--- config.mk ---
export PLATFORM = sky130hd
export DESIGN_NAME = uart_tx_sched
export DESIGN_NICKNAME = d
export VERILOG_FILES = /design/src/rtl/uart_pkg.sv /design/src/rtl/rr_arbiter.sv /design/src/rtl/uart_tx_sched.sv
export SDC_FILE = /design/constraint.sdc
export NUM_CORES = 1
export LEC_CHECK = 0
export ABC_AREA = 0
export ABC_CLOCK_PERIOD_IN_PS = 3850
export CAP_MARGIN = 15
export CORE_ASPECT_RATIO = 0.9
export CORE_MARGIN = 4
export CORE_UTILIZATION = 28
export DETAILED_ROUTE_END_ITERATION = 16
export SETUP_SLACK_MARGIN = 0.5
export SLEW_MARGIN = 20
export SYNTH_ARGS = -nofsm -noshare
export SYNTH_HDL_FRONTEND = slang
export SYNTH_HIERARCHICAL = 1
export SYNTH_SLANG_ARGS = --single-unit
--- constraint.sdc ---
create_clock -name clk -period 3.85 [get_ports clk]
set_clock_uncertainty 0.2 [all_clocks]
set_input_delay 0.385 -clock clk [delete_from_list [all_inputs] [get_ports clk]]
set_output_delay 0.385 -clock clk [all_outputs]
set_load 0.05 [all_outputs]
--- src/rtl/uart_pkg.sv ---
// Shared types and constants for the scheduled UART transmitter.
// The frame format is fixed 8N1.
package uart_pkg;

    typedef enum logic [1:0] {
        IDLE,
        START,
        DATA,
        STOP
    } uart_state_t;

    localparam int DATA_BITS  = 8;
    localparam int FRAME_BITS = 10;

    // Clock cycles spent on each bit of the line.
    function automatic int cnt_max(input int clk_freq, input int baud);
        return clk_freq / baud;
    endfunction

endpackage

--- src/rtl/rr_arbiter.sv ---
// Combinational round-robin arbiter: grants the first requester at or after last+1.
// Priority order is handled by rotating the request vector, isolating its lowest set bit, then rotating back.
module rr_arbiter #(
    parameter  int N   = 4,
    localparam int IDW = (N > 1) ? $clog2(N) : 1
) (
    input  logic [N-1:0]   req,
    input  logic [IDW-1:0] last,
    output logic [N-1:0]   gnt
);

    logic [IDW-1:0] start;
    logic [N-1:0]   req_rot;
    logic [N-1:0]   gnt_rot;

    always_comb begin
        start   = (last == IDW'(N - 1)) ? '0 : last + 1'b1;
        req_rot = (req >> start) | (req << (N - int'(start)));
        gnt_rot = req_rot & (~req_rot + 1'b1);
        gnt     = (gnt_rot << start) | (gnt_rot >> (N - int'(start)));
    end

endmodule

--- src/rtl/uart_tx_sched.sv ---
// Shares one 8N1 UART transmit line between NUM_SRC byte producers.
// A source is chosen round-robin, its byte is accepted over valid/ready, then it is shifted out LSB first.
module uart_tx_sched
    import uart_pkg::*;
#(
    parameter  int CLK_FREQ = 100_000_000,
    parameter  int BAUD     = 9600,
    parameter  int NUM_SRC  = 4,
    localparam int IDW      = (NUM_SRC > 1) ? $clog2(NUM_SRC) : 1
) (
    input  logic                 clk,
    input  logic                 rst,
    input  logic [NUM_SRC-1:0]   req_valid,
    input  logic [8*NUM_SRC-1:0] req_data,
    output logic [NUM_SRC-1:0]   req_ready,
    output logic                 tx,
    output logic                 busy,
    output logic [IDW-1:0]       grant_id
);

    localparam int CNT_MAX = cnt_max(CLK_FREQ, BAUD);
    localparam int CW      = $clog2(CNT_MAX);
    localparam int BW      = $clog2(DATA_BITS);

    uart_state_t    state_q, state_d;
    logic [CW-1:0]  baud_q, baud_d;
    logic [BW-1:0]  bit_q, bit_d;
    logic [7:0]     shift_q, shift_d;
    logic           tx_q, tx_d;
    logic           busy_q, busy_d;
    logic [IDW-1:0] gid_q, gid_d;
    logic [IDW-1:0] ptr_q, ptr_d;

    logic [NUM_SRC-1:0] arb_gnt;
    logic [IDW-1:0]     gnt_idx;
    logic [7:0]         gnt_data;
    logic               handshake;
    logic               baud_wrap;

    rr_arbiter #(
        .N(NUM_SRC)
    ) u_arb (
        .req  (req_valid),
        .last (ptr_q),
        .gnt  (arb_gnt)
    );

    assign req_ready = (state_q == IDLE) ? arb_gnt : '0;
    assign handshake = |(req_valid & req_ready);
    assign baud_wrap = (baud_q == CW'(CNT_MAX - 1));

    // The grant is one-hot, so at most one iteration matches.
    always_comb begin
        gnt_idx  = '0;
        gnt_data = '0;
        for (int i = 0; i < NUM_SRC; i++) begin
            if (arb_gnt[i]) begin
                gnt_idx  = IDW'(i);
                gnt_data = req_data[8*i +: 8];
            end
        end
    end

    always_comb begin
        state_d = state_q;
        baud_d  = baud_q;
        bit_d   = bit_q;
        shift_d = shift_q;
        tx_d    = tx_q;
        busy_d  = busy_q;
        gid_d   = gid_q;
        ptr_d   = ptr_q;

        if (state_q != IDLE) begin
            baud_d = baud_wrap ? '0 : baud_q + 1'b1;
        end

        case (state_q)
            IDLE: begin
                tx_d   = 1'b1;
                busy_d = 1'b0;
                baud_d = '0;
                if (handshake) begin
                    state_d = START;
                    tx_d    = 1'b0;
                    busy_d  = 1'b1;
                    shift_d = gnt_data;
                    gid_d   = gnt_idx;
                    ptr_d   = gnt_idx;
                    bit_d   = '0;
                end
            end
            START: begin
                if (baud_wrap) begin
                    state_d = DATA;
                    bit_d   = '0;
                    tx_d    = shift_q[0];
                    shift_d = shift_q >> 1;
                end
            end
            DATA: begin
                // Each wrap retires one bit; the last one hands over to the stop bit.
                if (baud_wrap) begin
                    if (bit_q == BW'(DATA_BITS - 1)) begin
                        state_d = STOP;
                        tx_d    = 1'b1;
                    end else begin
                        bit_d   = bit_q + 1'b1;
                        tx_d    = shift_q[0];
                        shift_d = shift_q >> 1;
                    end
                end
            end
            STOP: begin
                if (baud_wrap) begin
                    state_d = IDLE;
                    busy_d  = 1'b0;
                end
            end
            default: begin
                state_d = IDLE;
            end
        endcase
    end

    // Pointer resets to the last source so that source 0 wins first.
    always_ff @(posedge clk) begin
        if (rst) begin
            state_q <= IDLE;
            baud_q  <= '0;
            bit_q   <= '0;
            shift_q <= '0;
            tx_q    <= 1'b1;
            busy_q  <= 1'b0;
            gid_q   <= '0;
            ptr_q   <= IDW'(NUM_SRC - 1);
        end else begin
            state_q <= state_d;
            baud_q  <= baud_d;
            bit_q   <= bit_d;
            shift_q <= shift_d;
            tx_q    <= tx_d;
            busy_q  <= busy_d;
            gid_q   <= gid_d;
            ptr_q   <= ptr_d;
        end
    end

    assign tx       = tx_q;
    assign busy     = busy_q;
    assign grant_id = gid_q;

endmodule

==> results.txt <==
Status: completed
Root Buffer: clkbuf_8
Filler cells: 862
Final Cycle Share: 84.5%
Number of global-route vias before repair: 2,354
Hold buffers post-CTS: 0
Max_slew headroom: 46.3%
Pin count of the biggest net entering global routing: 30
Via density: 5.25
FF+latch count, synth: 33
Tightest Hold Check Type: flop to flop
Initial antenna violation count: 0
Cell Area, Synth: 0.00248 sq mm
Critical path arrival: 2670 ps
Fmax: 308 MHz
Clock-pin slew on the worst setup and hold paths: 60 ps
First-pass GRT wire length: 11,300 microns
Worst Tran Pin Value: 804 ps
Post-Syn Instances: 305
Max Cap Viol: 0
Power per cell area: 766 mW/mm^2
Leak Pwr: 0.00127 uW
Post-synth EDFFs: 0
Final hold vios: 0
# rows: 32
Worst VDD drop: 0.218 mV
CTS Buffer Depth: 2
Antenna Nets Post-Route: 0
DRT Wirelength: 6820 microns
Syn avg cell area: 8.12 sq um
Clock Latency Late Sink: 280 ps
H-tree lvl count: 2
Worst hold slack: 260 ps
Diodes inserted: 0
CTS tree: built
CTS Buf Count: 5
Die ar.: 0.0104 sq mm
Starting Density: 28.8%
Die Wd: 107 microns
WS Path Type: flop to output port
Post-synth ARST share: 0%
Final slew viol count: 0
# IOs: 46
Total number of vias: 2,484
Fin nets: 404
Final Setup Violations: 0
Setup crit end kind: output port
Ys Warns: 6
Pre-Repair DR Iteration Count: 5
Min cycle time layout: 3250 ps
Post-DP HPWL: 4910 microns
Detailed Route Iter0 Violations: 161
Max Fanout on Critical Path: 6
Port bufs: 45
P&R area growth vs syn: 35.1%
Clk sinks: 33
Seq/Total Area, Yosys: 26.7%
Routed WL per cell: 14.4 microns
Register Area: 663 sq um
DRC: 0
Final GP Congestion: 0.908
RSZ-0062 raised after global routing: true
Die Ht: 97.2 microns
Final TNS setup: 0 ps
Syn_nets: 355
Worst setup SP type: flop
Unique masters post-synth: 60
Remaining Overflow, GRT: 0
Area of the multi-input gates: 0.00179 sq mm
Layout cell share with drive strength beyond 1: 16.9%
Global Route Usage Sum: 12.9%
Core Region: 0.00861 sq mm
Top FF cell, synth: dfxtp_1
Critical path required time: 3260 ps
==> path summary, 6_finish.rpt <==
| kind | startpoint | end | slack [ps] | cells past startpoint |
|---|---|---|---|---|
| max | ptr_q[1] | req_ready[2] | 600 | 11 |
| min | baud_q[0] | baud_q[0] | 260 | 1 |
| max reg2reg | ptr_q[1] | shift_q[1] | 660 | 14 |
| min reg2reg | baud_q[0] | baud_q[0] | 260 | 1 |
==> power breakdown <==
group	switching (uW)	internal [uW]	leakage, uW
Clock	116	142	0.0000443
Combinational	993	844	0.000960
Sequential	48.7	419	0.000268
Total	1160	1400	0.00127
==> synthesized netlist by cell type (all sizes together) (3+ instances only) <==
master   n  share of area (%)
a211oi   3               0.91
a21oi   17                3.6
a221o    8                3.2
and2     6                1.6
and3     4                1.0
buf      7                2.3
clkbuf  13                2.0
dfxtp   33                 27
ha      12                6.1
inv     11                1.7
mux2i   16                7.0
nand2   39                5.9
nand2b   3                1.4
nand3    5                1.0
nand3b  10                3.0
nand4   11                2.8
nor2    24                3.7
nor2b    3               0.76
nor3     9                1.8
nor4b    4                1.9
o21ai   12                2.4
o221ai   8                2.8
or3      5                1.5
xor2     9                3.2
==> sequential cells by signal (all words and copies together) (netlist names) <==
name	cells
baud_q	14
bit_q	3
busy	1
grant_id	2
ptr_q	2
shift_q	8
state_q	2
tx	1
==> metal layers <==
layer	global-route usage, %	part of all wire [%]	routed length, microns	vias to the layer above
li1	-	-	-	1218
met1	17.8	47	3180	1155
met2	19.0	43	2930	101
met3	4.25	8.9	606	10
met4	3.93	1.4	94	0
met5	0	0	0	-
==> stage by stage <==
stage,util (%),total power (uW),setup WS [ps],instance area (sq um),std cells
after floorplan,-,1700,543,2510,305
after detailed placement,35.6,2080,188,3060,455
after CTS,37.2,2410,509,3200,465
after global placement,35.6,2080,256,3060,455
after global routing,38.9,2770,465,3340,473
final,38.9,2560,598,3340,473
==> placed cells by master (no fill, tap or decap), types with 7 or more instances in the layout <==
cell             instances
nor2_1                  22
nor3_1                   9
mux2i_1                 15
clkdlybuf4s50_1         40
o21ai_0                 11
a221o_1                  8
inv_1                   11
nand3b_1                10
nand2_1                 39
xor2_1                   9
dfxtp_1                 31
nand4_1                 11
o221ai_1                 7
buf_4                   15
ha_1                     9
a21oi_1                 15
==> cells by family (layout without fill, tap and decap cells) <==
group                    count (synthesis)  in the layout  synth area share, %
flip-flops                              33             33                 26.7
adder cells (fa/ha/maj)                 12             12                 6.06
AND/OR/NAND/NOR                        133            133                 29.7
buffers and inverters                   32             81                 6.06
AO/OA/AOI/OAI                           67             67                 20.0
XOR/XNOR                                10             10                 3.54
multiplexers                            18             18                 8.03
==> area by class of cell <==
class	instances	area share [%]
multi-input combinational	240	53.5
sequential	33	19.8
timing repair buffer	62	18.3
tap	119	4.45
clock buffer	7	2.58
inverter	12	1.35
==> critical path: stages (launching register included) <==
cell,delay (ps)
dfxtp_2,350
inv_1,100
ha_4,190
nor2_4,170
mux2_4,340
a31oi_4,300
buf_6,150
nor3b_1,40
a211o_1,290
buf_6,150
and2_4,150
buf_12,140
==> repair_timing <==
item                                    CTS  global route
hold endpoints to repair                  0             0
gates resized for setup                   7            16
setup buffers                             3             8
pin swaps                                 4             9
endpoints found under the setup margin   14            21
(Power assumes the default switching activity.)
